[config.mk]
export PLATFORM = sky130hd
export DESIGN_NAME = mem_port_arbiter
export DESIGN_NICKNAME = d
export VERILOG_FILES = /design/src/rtl/mem_port_arbiter.sv
export SDC_FILE = /design/constraint.sdc
export NUM_CORES = 1
export LEC_CHECK = 0
export BUFFER_PORTS_ARGS = -buffer_cell sky130_fd_sc_hd__buf_2
export CAP_MARGIN = 20
export CORE_AREA = 2 2 93 95
export DETAILED_ROUTE_END_ITERATION = 10
export DIE_AREA = 0 0 95 97
export GPL_TIMING_DRIVEN = 0
export HOLD_SLACK_MARGIN = 0.12
export PLACE_DENSITY = 0.91
export SLEW_MARGIN = 20
export SYNTH_ARGS = -nofsm -noshare
export SYNTH_HDL_FRONTEND = slang
export SYNTH_SLANG_ARGS = --single-unit
[constraint.sdc]
create_clock -name clk -period 4.35 [get_ports clk]
set_input_delay 0.87 -clock clk [delete_from_list [all_inputs] [get_ports clk]]
set_output_delay 0.87 -clock clk [all_outputs]
set_load 0.05 [all_outputs]
[src/rtl/mem_port_arbiter.sv]
// mem_port_arbiter: shares one memory port between the fetch side and the data
// load/store side. Arbitration is round-robin, with one transaction in flight at
// a time. Every transaction is bounded by a timeout that returns an error.
// All outputs are registered.
module mem_port_arbiter #(
    parameter  int MEM_DEPTH  = 8,
    parameter  int DATA_WIDTH = 32,
    parameter  int TIMEOUT    = 15,
    localparam int ADDR_WIDTH = $clog2(MEM_DEPTH)
) (
    input  logic                  clk,
    input  logic                  reset,
    input  logic                  if_req,
    input  logic [ADDR_WIDTH-1:0] if_addr,
    output logic                  if_gnt,
    output logic                  if_rvalid,
    output logic [DATA_WIDTH-1:0] if_rdata,
    output logic                  if_err,
    input  logic                  d_req,
    input  logic                  d_we,
    input  logic [ADDR_WIDTH-1:0] d_addr,
    input  logic [DATA_WIDTH-1:0] d_wdata,
    output logic                  d_gnt,
    output logic                  d_rvalid,
    output logic [DATA_WIDTH-1:0] d_rdata,
    output logic                  d_err,
    output logic [ADDR_WIDTH-1:0] mem_addr,
    output logic [DATA_WIDTH-1:0] mem_wdata,
    output logic                  mem_we,
    output logic                  mem_req_valid,
    input  logic [DATA_WIDTH-1:0] mem_rdata,
    input  logic                  mem_data_valid
);

    localparam int                   CNT_WIDTH = $clog2(TIMEOUT + 1);
    localparam logic [CNT_WIDTH-1:0] CNT_LAST  = CNT_WIDTH'(TIMEOUT - 1);

    typedef enum logic [1:0] {
        IDLE = 2'd0,
        BUSY = 2'd1,
        DONE = 2'd2
    } state_t;

    state_t state;
    state_t state_next;

    // last_data: 1 when the data side received the most recent grant.
    // owner_data: 1 when the transaction in flight belongs to the data side.
    logic                  last_data;
    logic                  last_data_next;
    logic                  owner_data;
    logic                  owner_data_next;
    logic [CNT_WIDTH-1:0]  cnt;
    logic [CNT_WIDTH-1:0]  cnt_next;

    logic                  if_gnt_next;
    logic                  if_rvalid_next;
    logic [DATA_WIDTH-1:0] if_rdata_next;
    logic                  if_err_next;
    logic                  d_gnt_next;
    logic                  d_rvalid_next;
    logic [DATA_WIDTH-1:0] d_rdata_next;
    logic                  d_err_next;
    logic [ADDR_WIDTH-1:0] mem_addr_next;
    logic [DATA_WIDTH-1:0] mem_wdata_next;
    logic                  mem_we_next;
    logic                  mem_req_valid_next;

    logic pick_data;
    logic start;
    logic mem_done;
    logic timed_out;

    // On a tie the side that was not granted last wins.
    assign pick_data = d_req & (~if_req | ~last_data);
    assign start     = (state == IDLE) & (if_req | d_req);
    assign mem_done  = (state == BUSY) & mem_data_valid;
    // A response on the final allowed edge counts as a normal completion.
    assign timed_out = (state == BUSY) & ~mem_data_valid & (cnt == CNT_LAST);

    // State register
    always_ff @(posedge clk) begin
        if (reset) begin
            state <= IDLE;
        end else begin
            state <= state_next;
        end
    end

    // Next-state decode
    always_comb begin
        state_next = state;
        case (state)
            IDLE:    if (start) state_next = BUSY;
            BUSY:    if (mem_done || timed_out) state_next = DONE;
            DONE:    state_next = IDLE;
            default: state_next = IDLE;
        endcase
    end

    // Next values of the registered outputs and bookkeeping
    always_comb begin
        mem_addr_next      = mem_addr;
        mem_wdata_next     = mem_wdata;
        mem_we_next        = mem_we;
        mem_req_valid_next = mem_req_valid;
        if_gnt_next        = 1'b0;
        d_gnt_next         = 1'b0;
        if_rvalid_next     = 1'b0;
        d_rvalid_next      = 1'b0;
        if_err_next        = 1'b0;
        d_err_next         = 1'b0;
        if_rdata_next      = if_rdata;
        d_rdata_next       = d_rdata;
        owner_data_next    = owner_data;
        last_data_next     = last_data;
        cnt_next           = cnt;
        case (state)
            IDLE: begin
                if (start) begin
                    mem_addr_next      = pick_data ? d_addr : if_addr;
                    mem_wdata_next     = pick_data ? d_wdata : '0;
                    mem_we_next        = pick_data & d_we;
                    mem_req_valid_next = 1'b1;
                    if_gnt_next        = ~pick_data;
                    d_gnt_next         = pick_data;
                    owner_data_next    = pick_data;
                    last_data_next     = pick_data;
                    cnt_next           = '0;
                end
            end
            BUSY: begin
                if (mem_done || timed_out) begin
                    mem_req_valid_next = 1'b0;
                    mem_we_next        = 1'b0;
                    if (owner_data) begin
                        d_rvalid_next = 1'b1;
                        d_err_next    = timed_out;
                        d_rdata_next  = (timed_out || mem_we) ? '0 : mem_rdata;
                    end else begin
                        if_rvalid_next = 1'b1;
                        if_err_next    = timed_out;
                        if_rdata_next  = timed_out ? '0 : mem_rdata;
                    end
                end else begin
                    cnt_next = cnt + 1'b1;
                end
            end
            default: ;
        endcase
    end

    // Output and bookkeeping registers; reset abandons any transaction in flight
    always_ff @(posedge clk) begin
        if (reset) begin
            mem_addr      <= '0;
            mem_wdata     <= '0;
            mem_we        <= 1'b0;
            mem_req_valid <= 1'b0;
            if_gnt        <= 1'b0;
            d_gnt         <= 1'b0;
            if_rvalid     <= 1'b0;
            d_rvalid      <= 1'b0;
            if_err        <= 1'b0;
            d_err         <= 1'b0;
            if_rdata      <= '0;
            d_rdata       <= '0;
            owner_data    <= 1'b0;
            last_data     <= 1'b1;
            cnt           <= '0;
        end else begin
            mem_addr      <= mem_addr_next;
            mem_wdata     <= mem_wdata_next;
            mem_we        <= mem_we_next;
            mem_req_valid <= mem_req_valid_next;
            if_gnt        <= if_gnt_next;
            d_gnt         <= d_gnt_next;
            if_rvalid     <= if_rvalid_next;
            d_rvalid      <= d_rvalid_next;
            if_err        <= if_err_next;
            d_err         <= d_err_next;
            if_rdata      <= if_rdata_next;
            d_rdata       <= d_rdata_next;
            owner_data    <= owner_data_next;
            last_data     <= last_data_next;
            cnt           <= cnt_next;
        end
    end

endmodule

Word-level counts from Yosys, hierarchy flattened
Index checks and enable logic that the tools add are counted.
{ "classes": {"add_sub_neg": 1, "n_mul": 0, "n_div": 0, "n_lt_le_gt_ge": 0, "eq_ne": 5, "shifts": 0, "muxes": 17, "bitwise_logic": 17, "reduce_logical": 14} }
{ "ops": {"columns": ["cell", "count"], "rows": [
  ["two-way mux 32 bit", 3],
  ["AND reduction 3 bit", 4],
  ["NOT 1 bit", 9],
  ["two-way mux 4 bit", 2],
  ["case mux 4 bit (2 select lines)", 1],
  ["OR reduction 4 bit", 2],
  ["AND 1 bit", 6],
  ["OR reduction 3 bit", 2],
  ["two-way mux 1 bit", 5],
  ["adder 4 x 1 -> 4 bit (second input constant)", 1],
  ["equality test 4 bit (second input constant)", 1],
  ["two-way mux 2 bit", 2],
  ["!= test 2 bit (second input constant)", 2],
  ["case mux 1 bit (2 select lines)", 2],
  ["case mux 2 bit (2 select lines)", 1],
  ["AND reduction 2 bit", 2],
  ["two-way mux 3 bit", 1],
  ["equality test 2 x 1 -> 1 bit (second input constant)", 1],
  ["zero test 2 bit", 1],
  ["logical OR 1 bit", 2],
  ["!= test 2 x 1 -> 1 bit (second input constant)", 1],
  ["bitwise OR 1 bit", 2],
  ["nonzero test 2 bit", 1]
]} }
{ "totals": {"regBits": 115, "latchBits": 0, "mem_bits_rw": 0, "mem_bits_ro": 0, "output_inout_bits": 107, "wordCells": 70, "n_memories": 0} }

Longest topological paths before layout
Gate-level depths: netlist (run 1).
{ "depth": {"word_depth": 6, "depth_mapped": 6, "depth_no_buf": 5} }

Worst setup path before layout (run 1)
Ideal clock, no wire load.
{ "synth_timing": {"path_type": "in2reg", "start": "input if_req", "end": "register cnt[3]", "setup_ns": 0.059, "t_arrival_ns": 1.729, "required_ns": 4.291, "path_slack_ns": 2.563, "cell_stages": 3, "n_path_buf": 0, "path_cell_list": "or2_2 > a22oi_1 > o221a_2"} }
{ "synth_via": {"elab_chain_cells": 4} }
{ "synth_lines": {"columns": ["element", "line", "text"], "rows": [
  ["start: declaration", "13", "input logic if_req,"],
  ["bitwise OR 1 bit", "76", "assign start = (state == IDLE) & (if_req | d_req);"],
  ["AND 1 bit", "76", null],
  ["!= test 2 bit (no source line)", null, null],
  ["AND reduction 3 bit (no source line)", null, null],
  ["end signal: assignment", "186", "cnt <= cnt_next;"],
  ["end: declaration", "53", "logic [CNT_WIDTH-1:0] cnt;"]
]} }
No other way between the ends.
A chain may end at the register's enable or synchronous reset.

Final worst setup path (run 1)
{ "layout_timing": {"start": "register mem_we", "end": "output mem_we"} }
{ "layout_lines": {"columns": ["element", "line", "text"], "rows": [
  ["start: declaration", "29", "output logic mem_we,"],
  ["start signal: assignment", "174", "mem_we <= mem_we_next;"]
]} }
No word-level cell between the ends.

==> results of run 1 <==
==> through the flow <==
stage | worst slack (ps) | area (um^2) | util [%]
finish | 2280 | 5650 | 69.5
global route | 2240 | 5650 | 69.5
CTS | 2270 | 5650 | 69.5
detailed placement | 2070 | 5060 | 62.2
global placement | 2190 | 5060 | 62.2
floorplan | 2560 | 4020 | -
==> flip-flops by register name (all words and copies together), names as in the netlist <==
signal / count
mem_req_valid: 1
owner_data: 1
state: 2
cnt: 4
d_err: 1
d_gnt: 1
if_gnt: 1
if_rvalid: 1
d_rvalid: 1
mem_addr: 3
mem_we: 1
mem_wdata: 32
d_rdata: 32
if_rdata: 32
last_data: 1
if_err: 1
==> layer usage <==
| metal | global-route usage [%] | part of all wire [%] | vias to the layer above |
|---|---|---|---|
| met5 | 0 | 0 | - |
| li1 | - | - | 1810 |
| met2 | 43.4 | 51 | 186 |
| met4 | 12.5 | 3.5 | 0 |
| met1 | 30.5 | 40 | 1895 |
| met3 | 6.39 | 6.3 | 39 |
==> cell usage after synthesis, drive strengths merged, types with 2 or more instances <==
| master | count |
|---|---|
| a211oi | 3 |
| a21oi | 38 |
| a22o | 64 |
| a31oi | 2 |
| and3 | 3 |
| buf | 18 |
| clkbuf | 15 |
| dfxtp | 115 |
| ha | 2 |
| inv | 4 |
| mux2i | 4 |
| nand2 | 5 |
| nand2b | 2 |
| nand3 | 35 |
| nor2 | 9 |
| nor3 | 3 |
| nor4 | 2 |
| o21ai | 36 |
| o221ai | 2 |
| o31a | 2 |
| or2 | 3 |
| or3 | 2 |
==> cell usage in the layout (no fill, tap or decap), drive strengths merged <==
| cell | count |
|---|---|
| a21oi | 38 |
| or3 | 2 |
| mux2i | 4 |
| a211oi | 3 |
| nor4 | 2 |
| inv | 4 |
| o221ai | 2 |
| or2 | 3 |
| clkbuf | 35 |
| o31a | 2 |
| o221a | 1 |
| a21boi | 1 |
| clkinv | 6 |
| clkinvlp | 4 |
| nor3b | 1 |
| o21ai | 36 |
| a31oi | 2 |
| a22o | 64 |
| bufinv | 2 |
| nand2 | 5 |
| ha | 2 |
| dfxtp | 115 |
| buf | 200 |
| nand2b | 2 |
| nor3 | 3 |
| and2 | 1 |
| a22oi | 1 |
| nor2 | 9 |
| nand3 | 35 |
| a32o | 1 |
| nand3b | 1 |
| and3 | 3 |
==> kinds of logic after synthesis <==
group,share of synthesized area [%]
flops,57.3
buf+inv,5.57
simple gates,9.24
mux,0.996
fa+ha+maj,0.622
compound gates,26.3
==> worst max-delay path by stage <==
stage	start	endpoint	slack (ps)
2_1_floorplan	if_req	cnt[3]	2560
3_3_place_gp	if_req	mem_wdata[22]	2190
3_5_place_dp	if_req	mem_wdata[14]	2070
4_1_cts	mem_we	mem_we	2270
5_1_grt	mem_we	mem_we	2240
6_report	mem_we	mem_we	2280
==> power by group through the flow <==
stage | clock network, mW | logic (mW) | registers (mW)
after floorplan | 0 | 0.125 | 1.27
after global placement | 0 | 0.363 | 1.14
after detailed placement | 0 | 0.374 | 1.14
after CTS | 1.36 | 0.376 | 1.12
after global routing | 1.41 | 0.401 | 1.13
final | 1.35 | 0.377 | 1.12
==> final cells by class <==
| cell class | instances | area (um^2) | area share, % |
|---|---|---|---|
| Buffer | 33 | 209 | 3.70 |
| Clock buffer | 20 | 455 | 8.06 |
| Clock inverter | 12 | 131 | 2.33 |
| Inverter | 4 | 15.0 | 0.266 |
| Multi-Input combinational cell | 224 | 1490 | 26.4 |
| Sequential cell | 115 | 2300 | 40.8 |
| Tap cell | 105 | 131 | 2.33 |
| Timing Repair Buffer | 182 | 911 | 16.1 |
==> flow_metrics.env, run 1 <==
export IMPL_async_flop_share_pct=0
export IMPL_stdcell_count=695
export IMPL_finalClockSkew_ps=9.90
export IMPL_htree_levels=4
export IMPL_report_final_slew_viol_count=0
export IMPL_io_pins=183
export IMPL_vias=3930
export IMPL_nFillCells=613
export IMPL_synth_cells=376
export IMPL_maxCapViolations=0
export IMPL_gr_usage_all_layers_pct=25.9
export IMPL_reg2reg_from="cnt[0]"
export IMPL_cp_slowest_cell="dfxtp_1"
export IMPL_grt_pass1_vias=3876
export IMPL_port_buffers=182
export IMPL_hpwl_um=8320
export IMPL_dr_pass1_iters=4
export IMPL_clock_sinks=115
export IMPL_ys_seq_elements=115
export IMPL_areaGrowthSynthToFinish_pct=40.5
export IMPL_cpPeakStageDelay_ps=390
export IMPL_finalSetupTns_ps=0
export IMPL_root_buffer="clkbuf_8"
export IMPL_clk_pin_slew_ps=50
export IMPL_cts_resized=0
export IMPL_status="finished, final reports clean"
export IMPL_die_x_um=95
export IMPL_synth_edf_count=0
export IMPL_setup_viol=0
export IMPL_crit_arrival_ps=1200
export IMPL_die_height_um=97
export IMPL_endpoint_kind="output port"
export IMPL_clk_latency_ps=500
export IMPL_grt_ovfl_total=0
export IMPL_r2r_setup_slack_ps=2590
export IMPL_worstMarginPinSlew_ps=642
export IMPL_synth_area_um2=4020
export IMPL_min_to="d_rdata[26]"
export IMPL_dp_cells=663
export IMPL_pwr_share_clk_pct=47.4
export IMPL_cts_buffers=17
export IMPL_ctsHoldBuffers=0
export IMPL_worstSetupPathType="reg -> out"
export IMPL_coreArea_um2=8130
export IMPL_timing_rr_end="if_rdata[11]"
export IMPL_rsz0062_at_grt="false"
export IMPL_hold_viol=0
export IMPL_syn_num_nets=454
export IMPL_synth_main_ff_cell="dfxtp_1"
export IMPL_drive_above_1_share_pct=41.4
export IMPL_gp_congestion=0.875
export IMPL_worst_r2r_cell_count=6
export IMPL_fin_hold_ws_ps=465
export IMPL_synth_top_area_cell="dfxtp_1"
export IMPL_irDropWorstVdd_mv=0.404
export IMPL_antenna_found_initial=0
export IMPL_remaining_drc_errors=0
export IMPL_drt_wl_total_um=11700
export IMPL_p_leak_nw=2.67
export IMPL_diodes=0
export IMPL_num_rows=33
export IMPL_via_per_inst=5.65
export IMPL_grt_pass1_wl_um=18700
export IMPL_synth_cell_types=34
export IMPL_drt_iter0_drc=208
export IMPL_nNetsFinal=655
export IMPL_synth_top_cell_area_share_pct=57.3
export IMPL_synth_warnings=0
export IMPL_relSlewSlack_pct=57.0
export IMPL_fmax_mhz=484
export IMPL_p_per_area_nw_per_um2=504
export IMPL_min_period_ps=2070
export IMPL_clock_path_buffers=2
export IMPL_critPathTopFamily="flip-flops"
export IMPL_p_int_mw=2.06
export IMPL_timing_final_crit_share_pct=47.5
export IMPL_report_power_total_mw=2.85
export IMPL_grt_max_degree=17
export IMPL_path_cells="buf_2"
export IMPL_crit_path_start_kind="flip-flop"
export IMPL_pwr_share_comb_pct=13.2
export IMPL_synth_yosys_seq_area_share_pct=57.3
export IMPL_cp_num_buf_inv=1
export IMPL_avgSynthCellArea_um2=10.7
export IMPL_cts_setup_buffers=0
export IMPL_wire_per_inst_um=16.9
export IMPL_switching_power_mw=0.785
export IMPL_hp_class="reg -> reg"
export IMPL_die_area_um2=9220
export IMPL_crit_required_ps=3480
export IMPL_power_share_switching_pct=27.5
export IMPL_seq_power_share_pct=39.4
export IMPL_start_util_pct=49.4
export IMPL_cts_tree="done"
export IMPL_cp_max_fo=3
export IMPL_worstHoldPathCells=1
export IMPL_drtAntennaViolNets=0
export IMPL_cp_depth=1
export IMPL_synthTopCellsByArea="dfxtp_1 (57%), a22o_1 (14%), a21oi_1 (4.7%), nand3_1 (4.4%), o21ai_0 (4.4%)"
export IMPL_hp_start="d_rdata[26]"
Power figures use the tool's default switching activity.
==> run 2, diff against run 1 <==
--- a/config.mk
+++ b/config.mk
@@ -7,12 +7,12 @@
 export LEC_CHECK = 0
 export BUFFER_PORTS_ARGS = -buffer_cell sky130_fd_sc_hd__buf_2
 export CAP_MARGIN = 20
-export CORE_AREA = 2 2 93 95
+export CORE_AREA = 2 2 97 99
 export DETAILED_ROUTE_END_ITERATION = 10
-export DIE_AREA = 0 0 95 97
+export DIE_AREA = 0 0 99 101
 export GPL_TIMING_DRIVEN = 0
 export HOLD_SLACK_MARGIN = 0.12
-export PLACE_DENSITY = 0.91
+export PLACE_DENSITY = 0.85
 export SLEW_MARGIN = 20
 export SYNTH_ARGS = -nofsm -noshare
 export SYNTH_HDL_FRONTEND = slang
==> constraint.sdc (replaced) <==
create_clock -name clk -period 1.93 [get_ports clk]
set_input_delay 0.386 -clock clk [delete_from_list [all_inputs] [get_ports clk]]
set_output_delay 0.386 -clock clk [all_outputs]
set_load 0.05 [all_outputs]
==> run 2 against run 1 <==
  * Core utilization is 2.0 points lower
  * Clock power grew to 2.5 times the previous value
  * Critical path depth is 5 higher
  * Die area is 8.5% higher
  * Combinational power is 140% higher
  * Largest power group unchanged
==> flow_metrics.env, run 2 (same netlist as run 1, synthesis figures left out) <==
export IMPL_stdcell_count=735
export IMPL_seq_power_share_pct=37.1
export IMPL_pwr_share_clk_pct=49.5
export IMPL_remaining_drc_errors=0
export IMPL_mostFrequentLayoutCells="buf_2 (189), dfxtp_1 (115), a22o_1 (62)"
export IMPL_worst_r2r_cell_count=6
export IMPL_clk_pin_slew_ps=60
export IMPL_hp_start="d_wdata[12]"
export IMPL_worstMarginPinSlew_ps=682
export IMPL_worstSetupPathType="reg -> reg"
export IMPL_coreArea_um2=8980
export IMPL_clk_latency_ps=500
export IMPL_gr_usage_all_layers_pct=25.0
export IMPL_antenna_found_initial=0
export IMPL_grt_use_met2_pct=43.1
export IMPL_grt_ovfl_total=0
export IMPL_p_per_area_nw_per_um2=1130
export IMPL_finalClockSkew_ps=10.1
export IMPL_timing_rr_end="if_rdata[13]"
export IMPL_dr_pass1_iters=4
export IMPL_report_final_slew_viol_count=0
export IMPL_clock_sinks=115
export IMPL_num_rows=35
export IMPL_status="finished, final reports clean"
export IMPL_cts_tree="done"
export IMPL_crit_required_ps=2370
export IMPL_worstHoldPathCells=3
export IMPL_use_met1_pct=28.7
export IMPL_relSlewSlack_pct=54.4
export IMPL_nNetsFinal=689
export IMPL_pwr_share_comb_pct=13.4
export IMPL_crit_path_start_kind="flip-flop"
export IMPL_drive_above_1_share_pct=38.6
export IMPL_drtAntennaViolNets=0
export IMPL_io_pins=183
export IMPL_start_util_pct=44.8
export IMPL_path_cells="inv_1, ha_1, a31oi_1, o31a_4, buf_6, a22o_1"
export IMPL_fin_util_pct=67.4
export IMPL_die_area_um2=10000
export IMPL_cp_slowest_cell="a31oi_1"
export IMPL_htree_levels=4
export IMPL_min_to="mem_wdata[12]"
export IMPL_finalSetupTns_ps=0
export IMPL_wire_per_inst_um=16.9
export IMPL_min_period_ps=1750
export IMPL_hpwl_um=8140
export IMPL_largest_registers="d_rdata (32), if_rdata (32), mem_wdata (32)"
export IMPL_drt_wl_total_um=12400
export IMPL_cp_num_buf_inv=2
export IMPL_reg2reg_from="cnt[0]"
export IMPL_grt_use_met3_pct=6.52
export IMPL_top_usage_layer="met2"
export IMPL_grt_pass1_vias=4022
export IMPL_clock_path_buffers=2
export IMPL_die_height_um=101
export IMPL_power_share_switching_pct=25.3
export IMPL_hp_class="in -> reg"
export IMPL_via_per_inst=5.42
export IMPL_die_x_um=99
export IMPL_endpoint_kind="flip-flop"
export IMPL_hold_viol=0
export IMPL_report_power_total_mw=6.82
export IMPL_port_buffers=182
export IMPL_irDropWorstVdd_mv=0.614
export IMPL_setup_viol=0
export IMPL_cts_buffers=17
export IMPL_grt_max_degree=17
export IMPL_dp_cells=669
export IMPL_maxCapViolations=0
export IMPL_vias=3986
export IMPL_critPathTopFamily="compound AO/OA/AOI/OAI gates"
export IMPL_cpPeakStageDelay_ps=440
export IMPL_diodes=0
export IMPL_fmax_mhz=571
export IMPL_mostFrequentLayoutCell="buf_2"
export IMPL_r2r_setup_slack_ps=180
export IMPL_crit_arrival_ps=2190
export IMPL_p_int_mw=5.09
export IMPL_p_leak_nw=2.84
export IMPL_timing_final_crit_share_pct=90.8
export IMPL_rsz0062_at_grt="false"
export IMPL_grt_pass1_wl_um=19600
export IMPL_switching_power_mw=1.73
export IMPL_root_buffer="clkbuf_8"
export IMPL_cp_max_fo=10
export IMPL_drt_iter0_drc=178
export IMPL_areaGrowthSynthToFinish_pct=50.5
export IMPL_gp_congestion=0.861
==> run 2: through the flow <==
step,worst slack (ps),hold slack (ps),cell area [um^2]
CTS,179,120,6050
finish,178,144,6050
detailed placement,174,451,5070
floorplan,486,452,4020
global placement,245,451,5070
global route,70.8,125,6050
==> run 2: worst min-delay path, cell delays in order <==
cell     delay (ps)
buf_2           100
nand3_1          50
a21oi_1          60
==> run 2: routing by layer <==
metal | share of wire [%] | up-vias
li1 | - | 1873
met1 | 40 | 1915
met2 | 51 | 166
met3 | 5.3 | 32
met4 | 3.0 | 0
met5 | 0 | -
==> run 2: worst max-delay path by stage <==
stage          slack [ps]       endpoint   start  depth (start not counted)
6_report              180   if_rdata[13]  cnt[0]                          6
5_1_grt                70    d_rdata[30]  cnt[0]                          6
4_1_cts               180   if_rdata[17]  cnt[0]                          6
3_5_place_dp          170   mem_wdata[9]  if_req                          5
3_3_place_gp          240  mem_wdata[12]  if_req                          5
2_1_floorplan         490    if_rdata[0]  cnt[0]                          6
==> run 2: final cells by class <==
cell class / instances / area [um^2]
multi-input cells: 224 / 1490
inverters: 4 / 15.0
well taps: 111 / 139
fillers: 649 / 2930
flip-flops and latches: 115 / 2300
clock inverters: 9 / 175
repair buffers: 216 / 1250
plain buffers: 33 / 209
clock buffers: 23 / 467
==> run 2: power groups by stage <==
stage                     Combinational [mW]  Clock, mW  Sequential (mW)
after floorplan                        0.281          0             2.87
after global placement                 0.823          0             2.57
after detailed placement               0.842          0             2.57
after CTS                              0.900       3.41             2.53
after global routing                   0.969       3.53             2.54
final                                  0.912       3.38             2.53
==> run 2: repair_timing <==
item	in CTS	in global routing
endpoints found under the hold margin	57	0
setup buffers	0	0
resized for setup	0	0
hold buffers	34	0
